**config.mk**
```make
export PLATFORM = sky130hd
export DESIGN_NAME = jtframe_sdram_rq
export DESIGN_NICKNAME = d
export VERILOG_FILES = /design/src/rtl/jtframe_sdram_rq.sv
export SDC_FILE = /design/constraint.sdc
export NUM_CORES = 1
export LEC_CHECK = 0
export BUFFER_PORTS_ARGS = -buffer_cell sky130_fd_sc_hd__clkbuf_2
export CORE_ASPECT_RATIO = 0.75
export CORE_UTILIZATION = 45
export CTS_BUF_LIST = sky130_fd_sc_hd__clkbuf_8
export CTS_CLUSTER_SIZE = 20
export DETAILED_ROUTE_END_ITERATION = 6
export MAX_ROUTING_LAYER = met4
export PLACE_DENSITY = 0.76
export SLEW_MARGIN = 20
export SYNTH_ARGS = -nofsm -noshare
export SYNTH_HDL_FRONTEND = slang
export SYNTH_SLANG_ARGS = --single-unit
```
**constraint.sdc**
```tcl
create_clock -name clk -period 2.3 [get_ports clk]
set_input_delay 0.23 -clock clk [delete_from_list [all_inputs] [get_ports clk]]
set_output_delay 0.23 -clock clk [all_outputs]
set_load 0.03 [all_outputs]
```
**src/rtl/jtframe_sdram_rq.sv**
```systemverilog
// One client slot of an SDRAM arbiter: address mapping, small word cache,
// request generation and fill capture.
// Optional write support is enabled by defining JTFRAME_RQ_WRITE_EN.
module jtframe_sdram_rq #(
  parameter int unsigned SDRAMW  = 22,
  parameter int unsigned AW      = 8,
  parameter int unsigned DW      = 8,
  parameter int unsigned LATCH   = 0,
  parameter int unsigned DOUBLE  = 0,
  parameter int unsigned OKLATCH = 1
)(
  input  logic              clk,
  input  logic              rst,
  input  logic              clr,
  input  logic [SDRAMW-1:0] offset,
  input  logic [AW-1:0]     addr,
  input  logic              addr_ok,
  input  logic [DW-1:0]     wrdata,
  input  logic              wrin,
  output logic              req_rnw,
  output logic [SDRAMW-1:0] sdram_addr,
  input  logic [15:0]       din,
  input  logic              din_ok,
  input  logic              dst,
  output logic [DW-1:0]     dout,
  output logic              req,
  output logic              data_ok,
  input  logic              we
);

  // word address is one bit wider than the client address to cover DW=32
  localparam int unsigned WW = AW + 1;
  // cache entry payload: a full SDRAM word, or two for 32-bit clients
  localparam int unsigned ED = (DW == 32) ? 32 : 16;

  typedef enum logic {
    ST_IDLE = 1'b0,
    ST_HIGH = 1'b1
  } fill_st_t;

  logic              w_wrin_live;
  logic [AW-1:0]     w_addr;
  logic              w_addr_ok;
  logic              w_wrin;
  logic [WW-1:0]     w_word;
  logic              w_rd;
  logic [1:0]        w_hit;
  logic              w_any_hit;
  logic [ED-1:0]     w_hit_data;
  logic [DW-1:0]     w_sel;
  logic              w_repl;
  logic              w_rd_req;
  logic              w_beat;
  logic              w_first;
  logic              w_fill_end;
  logic [WW-1:0]     w_fill_tag;
  logic              w_fill_idx;
  logic [ED-1:0]     w_fill_data;
  logic              w_wr_req;
  logic              w_wr_end;
  logic              w_wr_ok;
  logic              w_ok_c;

  fill_st_t          r_st;
  fill_st_t          w_st_nx;
  logic [15:0]       r_lo;
  logic [WW-1:0]     r_fill_tag;
  logic              r_fill_idx;
  logic [1:0]        r_valid;
  logic [WW-1:0]     r_tag  [2];
  logic [ED-1:0]     r_data [2];
  logic              r_lru;
  logic [DW-1:0]     r_dout;
  logic              r_ok;

`ifdef JTFRAME_RQ_WRITE_EN
  assign w_wrin_live = wrin;
`else
  assign w_wrin_live = 1'b0;
`endif

  // optional one-cycle input stage for timing relief
  generate
    if (LATCH != 0) begin : g_latch
      logic [AW-1:0] r_addr;
      logic          r_addr_ok;
      logic          r_wrin;
      // register client address, strobe and direction
      always_ff @(posedge clk) begin
        if (rst) begin
          r_addr    <= '0;
          r_addr_ok <= 1'b0;
          r_wrin    <= 1'b0;
        end else begin
          r_addr    <= addr;
          r_addr_ok <= addr_ok;
          r_wrin    <= w_wrin_live;
        end
      end
      assign w_addr    = r_addr;
      assign w_addr_ok = r_addr_ok;
      assign w_wrin    = r_wrin;
    end else begin : g_live
      assign w_addr    = addr;
      assign w_addr_ok = addr_ok;
      assign w_wrin    = w_wrin_live;
    end
  endgenerate

  // client address to SDRAM word address
  generate
    if (DW == 8) begin : g_word8
      assign w_word = WW'(w_addr >> 1);
    end else if (DW == 16) begin : g_word16
      assign w_word = WW'(w_addr);
    end else begin : g_word32
      assign w_word = {w_addr, 1'b0};
    end
  endgenerate

  assign sdram_addr = offset + SDRAMW'(w_word);

  // cache lookup
  assign w_rd       = w_addr_ok & ~w_wrin;
  assign w_hit[0]   = w_rd & r_valid[0] & (r_tag[0] == w_word);
  assign w_hit[1]   = (DOUBLE != 0) & w_rd & r_valid[1] & (r_tag[1] == w_word);
  assign w_any_hit  = |w_hit;
  assign w_hit_data = w_hit[1] ? r_data[1] : r_data[0];
  assign w_repl     = (DOUBLE != 0) ? r_lru : 1'b0;

  // client-facing data lane selection
  generate
    if (DW == 8) begin : g_sel8
      assign w_sel = w_addr[0] ? w_hit_data[15:8] : w_hit_data[7:0];
    end else begin : g_selw
      assign w_sel = w_hit_data;
    end
  endgenerate

  assign dout = w_any_hit ? w_sel : r_dout;

  // hold the last delivered data when nothing hits
  always_ff @(posedge clk) begin
    if (rst) r_dout <= '0;
    else     r_dout <= dout;
  end

  assign w_rd_req = w_rd & ~w_any_hit;
  assign w_beat   = we & din_ok;
  assign w_first  = (r_st == ST_IDLE) & w_rd_req & w_beat & dst;

  // fill sequencer state register
  always_ff @(posedge clk) begin
    if (rst) r_st <= ST_IDLE;
    else     r_st <= w_st_nx;
  end

  // fill sequencer next state: one beat for DW<=16, two for DW=32
  always_comb begin
    w_st_nx    = r_st;
    w_fill_end = 1'b0;
    case (r_st)
      ST_IDLE: begin
        if (w_first) begin
          if (DW == 32) w_st_nx    = ST_HIGH;
          else          w_fill_end = 1'b1;
        end
      end
      ST_HIGH: begin
        if (w_beat) begin
          w_st_nx    = ST_IDLE;
          w_fill_end = 1'b1;
        end
      end
      default: w_st_nx = ST_IDLE;
    endcase
  end

  // first-beat capture locks the fill target against address changes
  always_ff @(posedge clk) begin
    if (rst) begin
      r_lo       <= '0;
      r_fill_tag <= '0;
      r_fill_idx <= 1'b0;
    end else if (w_first) begin
      r_lo       <= din;
      r_fill_tag <= w_word;
      r_fill_idx <= w_repl;
    end
  end

  assign w_fill_tag = (r_st == ST_HIGH) ? r_fill_tag : w_word;
  assign w_fill_idx = (r_st == ST_HIGH) ? r_fill_idx : w_repl;

  generate
    if (ED == 32) begin : g_fill32
      assign w_fill_data = {din, r_lo};
    end else begin : g_fill16
      assign w_fill_data = din;
    end
  endgenerate

`ifdef JTFRAME_RQ_WRITE_EN
  logic          r_wr_done;
  logic [AW-1:0] r_wr_addr;
  logic          w_wr;
  assign w_wr     = w_addr_ok & w_wrin;
  assign w_wr_req = w_wr & ~r_wr_done;
  assign w_wr_end = w_wr_req & w_beat;
  assign w_wr_ok  = w_wr & r_wr_done;

  // write completion flag, cleared once the client moves on
  always_ff @(posedge clk) begin
    if (rst) begin
      r_wr_done <= 1'b0;
      r_wr_addr <= '0;
    end else if (w_wr_end) begin
      r_wr_done <= 1'b1;
      r_wr_addr <= w_addr;
    end else if (!w_addr_ok || (w_addr != r_wr_addr)) begin
      r_wr_done <= 1'b0;
    end
  end
`else
  assign w_wr_req = 1'b0;
  assign w_wr_end = 1'b0;
  assign w_wr_ok  = 1'b0;
`endif

  // cache entries: clear, write invalidation, LRU tracking, then fill (fill wins)
  always_ff @(posedge clk) begin
    if (rst) begin
      r_valid <= '0;
      r_lru   <= 1'b0;
      for (int i = 0; i < 2; i++) begin
        r_tag[i]  <= '0;
        r_data[i] <= '0;
      end
    end else begin
      if (clr) r_valid <= '0;
      if (w_wr_end) begin
        for (int i = 0; i < 2; i++) begin
          if (r_tag[i] == w_word) r_valid[i] <= 1'b0;
        end
      end
      if (w_hit[0])      r_lru <= 1'b1;
      else if (w_hit[1]) r_lru <= 1'b0;
      if (w_fill_end) begin
        r_valid[w_fill_idx] <= 1'b1;
        r_tag[w_fill_idx]   <= w_fill_tag;
        r_data[w_fill_idx]  <= w_fill_data;
        r_lru               <= ~w_fill_idx;
      end
    end
  end

  assign req     = w_rd_req | (r_st == ST_HIGH) | w_wr_req;
  assign req_rnw = ~w_wr_req;

  assign w_ok_c = w_any_hit | w_wr_ok;

  // registered data_ok variant
  always_ff @(posedge clk) begin
    if (rst) r_ok <= 1'b0;
    else     r_ok <= w_ok_c;
  end

  assign data_ok = (OKLATCH != 0) ? r_ok : w_ok_c;

  logic w_unused;
  assign w_unused = ^{wrdata, wrin, r_lo};

endmodule

```
==> results.toml, run 1 <==
[pwr]
power_leakage_nw = 1.44
vdd_drop_max_mv = 0.209
power-per-cell-area_nw_per_um2 = 501
power.total_w = 0.00174

[routing]
drc = 0
drt_iter0_drc = 172
postRouteAntennaNets = 0
dr.pass1.iters = 4
viasPerCell = 5.49
vias = 2458
routed_wirelength_mm = 6.70
wl_per_cell_um = 15.0

[floorplan]
die_y_um = 68.9
dieArea_um2 = 6280
ios = 95
start_util_pct = 48.3
die_w_um = 91.2
coreArea_um2 = 5550
rows = 23

[layout]
regArea_um2 = 1050
drive_above_1_share_pct = 36.7
n_antenna_cell = 0
multi_input_area_um2 = 1660
num-nets-final = 442
fin_cells = 448
syn_to_final_growth_pct = 29.4
fillCellCount = 495

[synth]
synth.distinct_cells = 46
yosys-top-cells-area = "edfxtp_1 26%, dfxtp_1 13%, nand2b_1 7.0%"
yosysWarningCount = 0
ys.flop_type = "edfxtp_1"
postSynthCellCount = 279
synth_top_area_share_pct = 25.7
synth-seq-cells = 41
synth_edf_count = 23
synth_area_per_cell_um2 = 9.62
synthTopCellsByCount = "30 x a21oi_1, 30 x nand2b_1, 23 x edfxtp_1, 18 x dfxtp_1, 18 x nand2_1"
syn_nets = 349
ys_async_sr_fraction_pct = 0
netlist_area_um2 = 2680
synth_seq_area_share_pct = 39.2
yosys.area.top_type = "edfxtp_1"

[grt]
grt_pass1_wl_mm = 10.0
track_usage_pct = 21.2
grt_max_degree = 33
grt-ovfl-total = 0
antenna_found_initial = 0
first_global_vias = 2186

[timing]
maxSlewViolCount = 0
tightest_slew_ps = 1060
min_period_ps = 2270
hold_violations = 0
fin_crit_sh_pct = 98.6
worst_clock_skew_ps = 4.97
slew-limit-headroom_pct = 29.4
fin_ws_ps = 31.8
rsz0062_at_grt = "yes"
setup_viol = 0
fmax_mhz = 441

[worst_setup_path]
cp.arrival_ps = 2040
critPathRequiredTime_ps = 2070
worst_path_max_delay_cell = "or4_4"
endpoint_kind = "output port"
worstPathCellList = "xor2_1, or4_4, o21ai_1, nand2_1, buf_2"
setup.worst_path.start_class = "register"
path_max_fanout = 9
path_class = "register to output port"
cp_slowest_stage_delay_ps = 660

[clock_network]
cts_buffer_depth = 2
cts.sinks = 41
cts-root-buf = "clkbuf_8"
cts_tree = "done"
path_clk_slew_ps = 80
cts_max_level = 2
worstSkewPairLatency_ps = 300
numCtsBuffers = 5

[placed_design]
gp_congestion = 0.829
placed_cells = 439
post-place-ws_ps = -57.0
dp_hpwl_mm = 4.84
portBuffers = 84

[job]
maxCapViolations = 0

[min_path]
worst_hold_path_type = "primary input to register"

[status]
outcome = "finished clean"
## flip-flops by register name, summed over array words and instances (netlist names)
register	count
r_fill_tag	7
r_data	16
r_dout	8
r_valid	1
r_tag	7
r_st	1
data_ok	1
## layer usage
metal	vias up	global-route usage, %	routed length, µm
li1	1212	-	-
met3	5	3.18	302
met1	1179	28.2	3160
met4	0	5.56	39
met5	-	-	0
met2	62	34.6	3200
## stage by stage
stage | TNS (ps) | hold WS (ps) | area (µm²) | util (%)
5_1_grt | -109 | 259 | 3470 | 62.5
3_3_place_gp | -8.61 | 460 | 3260 | 58.8
2_1_floorplan | 0 | 385 | 2710 | -
4_1_cts | 0 | 229 | 3360 | 60.6
6_report | 0 | 225 | 3470 | 62.5
3_5_place_dp | -83.9 | 470 | 3260 | 58.8
## cells by family after synthesis
| logic type | Yosys count | synth area share, % |
|---|---|---|
| xor+xnor | 25 | 8.16 |
| compound gates | 72 | 16.9 |
| mux | 22 | 8.58 |
| simple gates | 88 | 19.1 |
| other cells | 1 | 0.140 |
| buf+inv | 22 | 3.92 |
| flops | 41 | 39.2 |
| fa+ha+maj | 8 | 4.01 |
## worst max-delay path, delay by kind of cell, from the launching register on
| kind | cells | cell delay [ps] |
|---|---|---|
| DFF | 1 | 400 |
| xor gates and xnor gates | 1 | 220 |
| and+or+nand+nor | 2 | 730 |
| buffers and inverters | 1 | 180 |
| AOI/OAI and AO/OA | 1 | 210 |
## power by group
| group | total, W | internal [W] | switching, W |
|---|---|---|---|
| logic | 0.000472 | 0.000182 | 0.000290 |
| registers | 0.000814 | 0.000803 | 0.0000105 |
| clock network | 0.000453 | 0.000204 | 0.000248 |
| total | 0.00174 | 0.00119 | 0.000549 |
## final timing paths
check	start	endpoint	slack, ps	cells past startpoint
worst min register to register	r_dout[5]	r_dout[5]	460	2
worst min-delay path	addr[3]	r_fill_tag[2]	230	3
worst max-delay path	r_tag[0][5]	dout[3]	30	5
worst max register to register	r_tag[0][5]	r_fill_tag[5]	130	4
## final cells by class
cell class              instances  share of cell area [%]
multi-input cells             217                    47.8
inverters                       7                   0.757
clock buffers                   5                    1.98
flip-flops and latches         41                    30.3
repair buffers                100                    16.1
well taps                      75                    2.70
clock inverters                 3                   0.360
## placed cells by master, fill, tap and decap left out, types with 2 or more instances in the layout
cell type   n
buf_2       7
a21o_1      4
nand2_1    18
a31oi_1     2
o21ai_0     2
xor2_2      2
nand4_1     7
a21boi_1    2
a31oi_2     3
dfxtp_1    18
nand2b_1   30
mux2_2      8
clkbuf_4    2
clkbuf_8    5
nand3_1    12
xnor2_1    16
clkbuf_2   72
a211oi_1    8
inv_1       9
nor2_1      5
o21ai_2     7
edfxtp_1   23
o211ai_1    3
buf_4      17
ha_1        7
and4_1      3
a21oi_1    30
buf_6       2
and2_1      2
mux2i_1    14
and3_1      2
xor2_1      7
## what timing repair did
item | 4_1_cts | 5_1_grt
hold endpoints to repair | 0 | 0
pin swaps | 2 | 3
resized for setup | 13 | 36
endpoints found under the setup margin | 16 | 18
setup buffers | 1 | 0
cloned | 0 | 1
hold buffers | 0 | 0
(Power assumes the default switching activity.)
==> inputs of run 2 (changes only) <==
--- a/config.mk
+++ b/config.mk
@@ -9,7 +9,6 @@
 export CORE_ASPECT_RATIO = 0.75
 export CORE_UTILIZATION = 45
 export CTS_BUF_LIST = sky130_fd_sc_hd__clkbuf_8
-export CTS_CLUSTER_SIZE = 20
 export DETAILED_ROUTE_END_ITERATION = 6
 export MAX_ROUTING_LAYER = met4
 export PLACE_DENSITY = 0.76
==> constraint.sdc (replaced) <==
create_clock -name clk -period 2.3 [get_ports clk]
set_input_delay 0.115 -clock clk [delete_from_list [all_inputs] [get_ports clk]]
set_output_delay 0.115 -clock clk [all_outputs]
set_load 0.03 [all_outputs]
==> results.toml, run 2 (same netlist as run 1, synthesis figures left out) <==
[layout]
drive_above_1_share_pct = 32.1
top_regs = "r_data (16), r_dout (8)"
n_antenna_cell = 0
fin_area_um2 = 3370
largest_reg_flops = 16
final_util_pct = 60.6
final_cell_mix = "83 x clkbuf_2, 30 x a21oi_1, 30 x nand2b_1"
num-nets-final = 437
final_common_cell = "clkbuf_2"
max_flop_register = "r_data"
syn_to_final_growth_pct = 25.5

[routing]
drt_iter0_drc = 150
viasPerCell = 5.46
drc = 0
postRouteAntennaNets = 0
dr.pass1.iters = 4
routed_wirelength_mm = 6.46
vias = 2418
wl_per_cell_um = 14.6

[placed_design]
post_dp_cell_area_um2 = 3210
dp_hpwl_mm = 4.84
post-place-ws_ps = 73.0
gp_congestion = 0.850
portBuffers = 84

[worst_setup_path]
path_max_fanout = 8
setup.worst_path.start_class = "register"
cp.arrival_ps = 2120
endpoint_kind = "output port"
critPathRequiredTime_ps = 2180
path_class = "register to output port"

[timing]
rsz0062_at_grt = "no"
tightest_slew_ps = 1100
hold_violations = 0
fmax_mhz = 448
setup_viol = 0
slew-limit-headroom_pct = 26.4
min_period_ps = 2230
maxSlewViolCount = 0
fin_crit_sh_pct = 97.0
fin_ws_ps = 69.4
tns_ps = 0
worst_clock_skew_ps = 9.97

[grt]
gr-usage-met2_pct = 33.5
busiest_layer = "met2"
first_global_vias = 2115
met1_usage_pct = 28.2
track_usage_pct = 21.1
grt_max_degree = 33
grtUsageMet3_pct = 4.06
antenna_found_initial = 0
grt-ovfl-total = 0
grt_pass1_wl_mm = 9.98

[clock_network]
path_clk_slew_ps = 80
cts_tree = "done"
cts_max_level = 2
cts-root-buf = "clkbuf_8"
cts_buffer_depth = 2
worstSkewPairLatency_ps = 300
cts.sinks = 41
numCtsBuffers = 5

[floorplan]
die_y_um = 68.9
start_util_pct = 48.3
dieArea_um2 = 6280
ios = 95
die_w_um = 91.2
rows = 23
coreArea_um2 = 5550

[pwr]
power-per-cell-area_nw_per_um2 = 582
vdd_drop_max_mv = 0.297
power.total_w = 0.00196
power_leakage_nw = 1.41

[job]
maxCapViolations = 0

[min_path]
worst_hold_path_type = "primary input to register"

[status]
outcome = "finished clean"
run 2: cell types whose count changed in the layout (fill, tap and decap cells not counted), sizes merged:
cell / before / now
clkinv: 1 / 0
inv: 9 / 8
bufinv: 0 / 2
nor4: 2 / 1
clkbuf: 79 / 89
buf: 26 / 12
run 2: area by class of cell:
| type | count | area, µm² |
|---|---|---|
| multi-input combinational | 216 | 1550 |
| tap | 75 | 93.8 |
| fill | 494 | 2190 |
| sequential | 41 | 1050 |
| clock inverter | 3 | 68.8 |
| inverter | 7 | 26.3 |
| timing repair buffer | 96 | 513 |
| clock buffer | 5 | 68.8 |
run 2: through the flow:
| stage | instances | hold WS, ps |
|---|---|---|
| 3_5_place_dp | 434 | 418 |
| 2_1_floorplan | 279 | 270 |
| 4_1_cts | 442 | 101 |
| 3_3_place_gp | 434 | 424 |
| 6_report | 443 | 103 |
| 5_1_grt | 443 | 109 |
run 2: layer usage:
metal,up-vias,part of all wire (%)
met5,-,0
met4,0,0.99
met3,7,4.9
met2,70,46
met1,1150,48
li1,1191,-
run 2: final timing paths:
path / cells past startpoint / slack [ps] / startpoint / endpoint
max: 6 / 70 / r_tag[0][0] / dout[3]
max reg2reg: 4 / 170 / r_tag[0][0] / r_fill_tag[1]
min: 3 / 100 / clr / r_valid[0]
min reg2reg: 2 / 480 / r_fill_tag[6] / r_fill_tag[6]
run 2: report_power, final:
group	internal [W]	switching (W)	total, W
clock network	0.000437	0.000270	0.000707
registers	0.000803	0.00000921	0.000812
logic	0.000166	0.000276	0.000441
total	0.00141	0.000555	0.00196
run 2: critical path: stages, from the launching register on:
cell      delay [ps]
edfxtp_1         380
xor2_1           200
or4_4            580
buf_4            190
o21ai_0          200
nand2_1           80
clkbuf_2         190
run 2: repair_timing:
item | 4_1_cts | 5_1_grt
hold buffers | 0 | 0
setup buffers | 0 | 1
resized for setup | 1 | 11
endpoints found under the setup margin | 1 | 16
==> inputs of run 3 (changes only) <==
==> constraint.sdc (replaced) <==
create_clock -name clk -period 1.9 [get_ports clk]
set_input_delay 0.095 -clock clk [delete_from_list [all_inputs] [get_ports clk]]
set_output_delay 0.095 -clock clk [all_outputs]
set_load 0.03 [all_outputs]
==> results.toml, run 3 (same netlist as run 1, synthesis figures left out) <==
[status]
outcome = "complete, but fails checks"
violations = "negative setup slack"

[grt]
grt_pass1_wl_mm = 11.2
grtUsageMet3_pct = 5.15
met1_usage_pct = 32.2
first_global_vias = 2335
gr-usage-met2_pct = 37.1
busiest_layer = "met2"
antenna_found_initial = 0
grt-ovfl-total = 0
grt_max_degree = 36
track_usage_pct = 24.1

[timing]
rsz0062_at_grt = "yes"
tightest_slew_ps = 547
min_period_ps = 2120
hold_violations = 0
worst_clock_skew_ps = 1.96
maxSlewViolCount = 0
fmax_mhz = 472
fin_crit_sh_pct = 112
fin_ws_ps = -219
slew-limit-headroom_pct = 63.5
setup_viol = 57

[layout]
num-nets-final = 462
top_regs = "r_data (16), r_dout (8)"
final_util_pct = 70.8
final_cell_mix = "65 x clkbuf_2, 31 x buf_4, 30 x nand2b_1"
syn_to_final_growth_pct = 46.5
drive_above_1_share_pct = 43.5
max_flop_register = "r_data"
n_antenna_cell = 0
fin_cells = 468
final_common_cell = "clkbuf_2"
largest_reg_flops = 16

[floorplan]
start_util_pct = 48.3
rows = 23
coreArea_um2 = 5550
ios = 95
die_y_um = 68.9
die_w_um = 91.2
dieArea_um2 = 6280

[routing]
vias = 2610
drt_iter0_drc = 152
postRouteAntennaNets = 0
viasPerCell = 5.58
wl_per_cell_um = 16.7
routed_wirelength_mm = 7.81
dr.pass1.iters = 5
drc = 0

[pwr]
power.total_w = 0.00221
vdd_drop_max_mv = 0.375
power_leakage_nw = 1.59
power-per-cell-area_nw_per_um2 = 562

[worst_setup_path]
endpoint_kind = "output port"
cp.arrival_ps = 2020
path_class = "register to output port"
r2r_start = "r_tag[0][0]"
critPathLaunch = "r_tag[0][0]"
path_max_fanout = 8
setup.worst_path.start_class = "register"
critPathRequiredTime_ps = 1800

[clock_network]
cts_max_level = 2
worstSkewPairLatency_ps = 300
path_clk_slew_ps = 80
numCtsBuffers = 5
cts_buffer_depth = 2
cts_tree = "done"
hold_buffers = 0
cts-root-buf = "clkbuf_8"
cts.sinks = 41

[job]
maxCapViolations = 0

[placed_design]
post-place-ws_ps = -176
portBuffers = 84
gp_congestion = 0.862
placed_cells = 451
dp_hpwl_mm = 5.09

[min_path]
worst_hold_path_type = "primary input to register"
worstHoldStart = "clr"
run 3: stage by stage:
step           hold WS, ps  area (µm²)  TNS [ps]
2_1_floorplan          250        2750     -5240
6_report               113        3930     -9250
4_1_cts               97.7        3760     -4540
5_1_grt                118        3930    -11310
3_3_place_gp           403        3420     -1480
3_5_place_dp           412        3420     -4280
run 3: final timing paths:
check                              endpoint  slack, ps  cells past startpoint
worst max register to register  r_tag[0][2]       -190                      6
worst min register to register    r_dout[3]        470                      2
worst max-delay path                dout[4]       -220                      6
worst min-delay path             r_valid[0]        110                      3
run 3: critical path, stage by stage (launching register included):
cell,delay [ps]
edfxtp_1,400
xor2_1,190
or4_4,570
buf_12,170
o21ai_2,140
nand2_1,100
buf_6,150
run 3: timing repair:
action	CTS	global route
resized for setup	60	38
pin swaps	12	10
buffers inserted	3	6
endpoints found under the setup margin	70	70
run 3: per-layer routing:
layer / vias up / routed length (µm) / part of all wire (%)
met2: 124 / 3480 / 45
met5: - / 0 / 0
met3: 15 / 528 / 6.8
met1: 1228 / 3620 / 46
li1: 1243 / - / -
met4: 0 / 182 / 2.3
run 3: cell type report:
cell class	count	area, µm²
clock buffer	5	68.8
clock inverter	3	12.5
fill	391	1620
inverter	7	26.3
multi-input combinational	216	1810
sequential	41	1050
tap	75	93.8
timing repair buffer	121	870
run 3: power breakdown:
part           internal, W  leakage [nW]  switching, W
sequential        0.000972         0.368     0.0000135
combinational     0.000284          1.17      0.000388
clock             0.000247        0.0505      0.000306
total              0.00150          1.59      0.000708
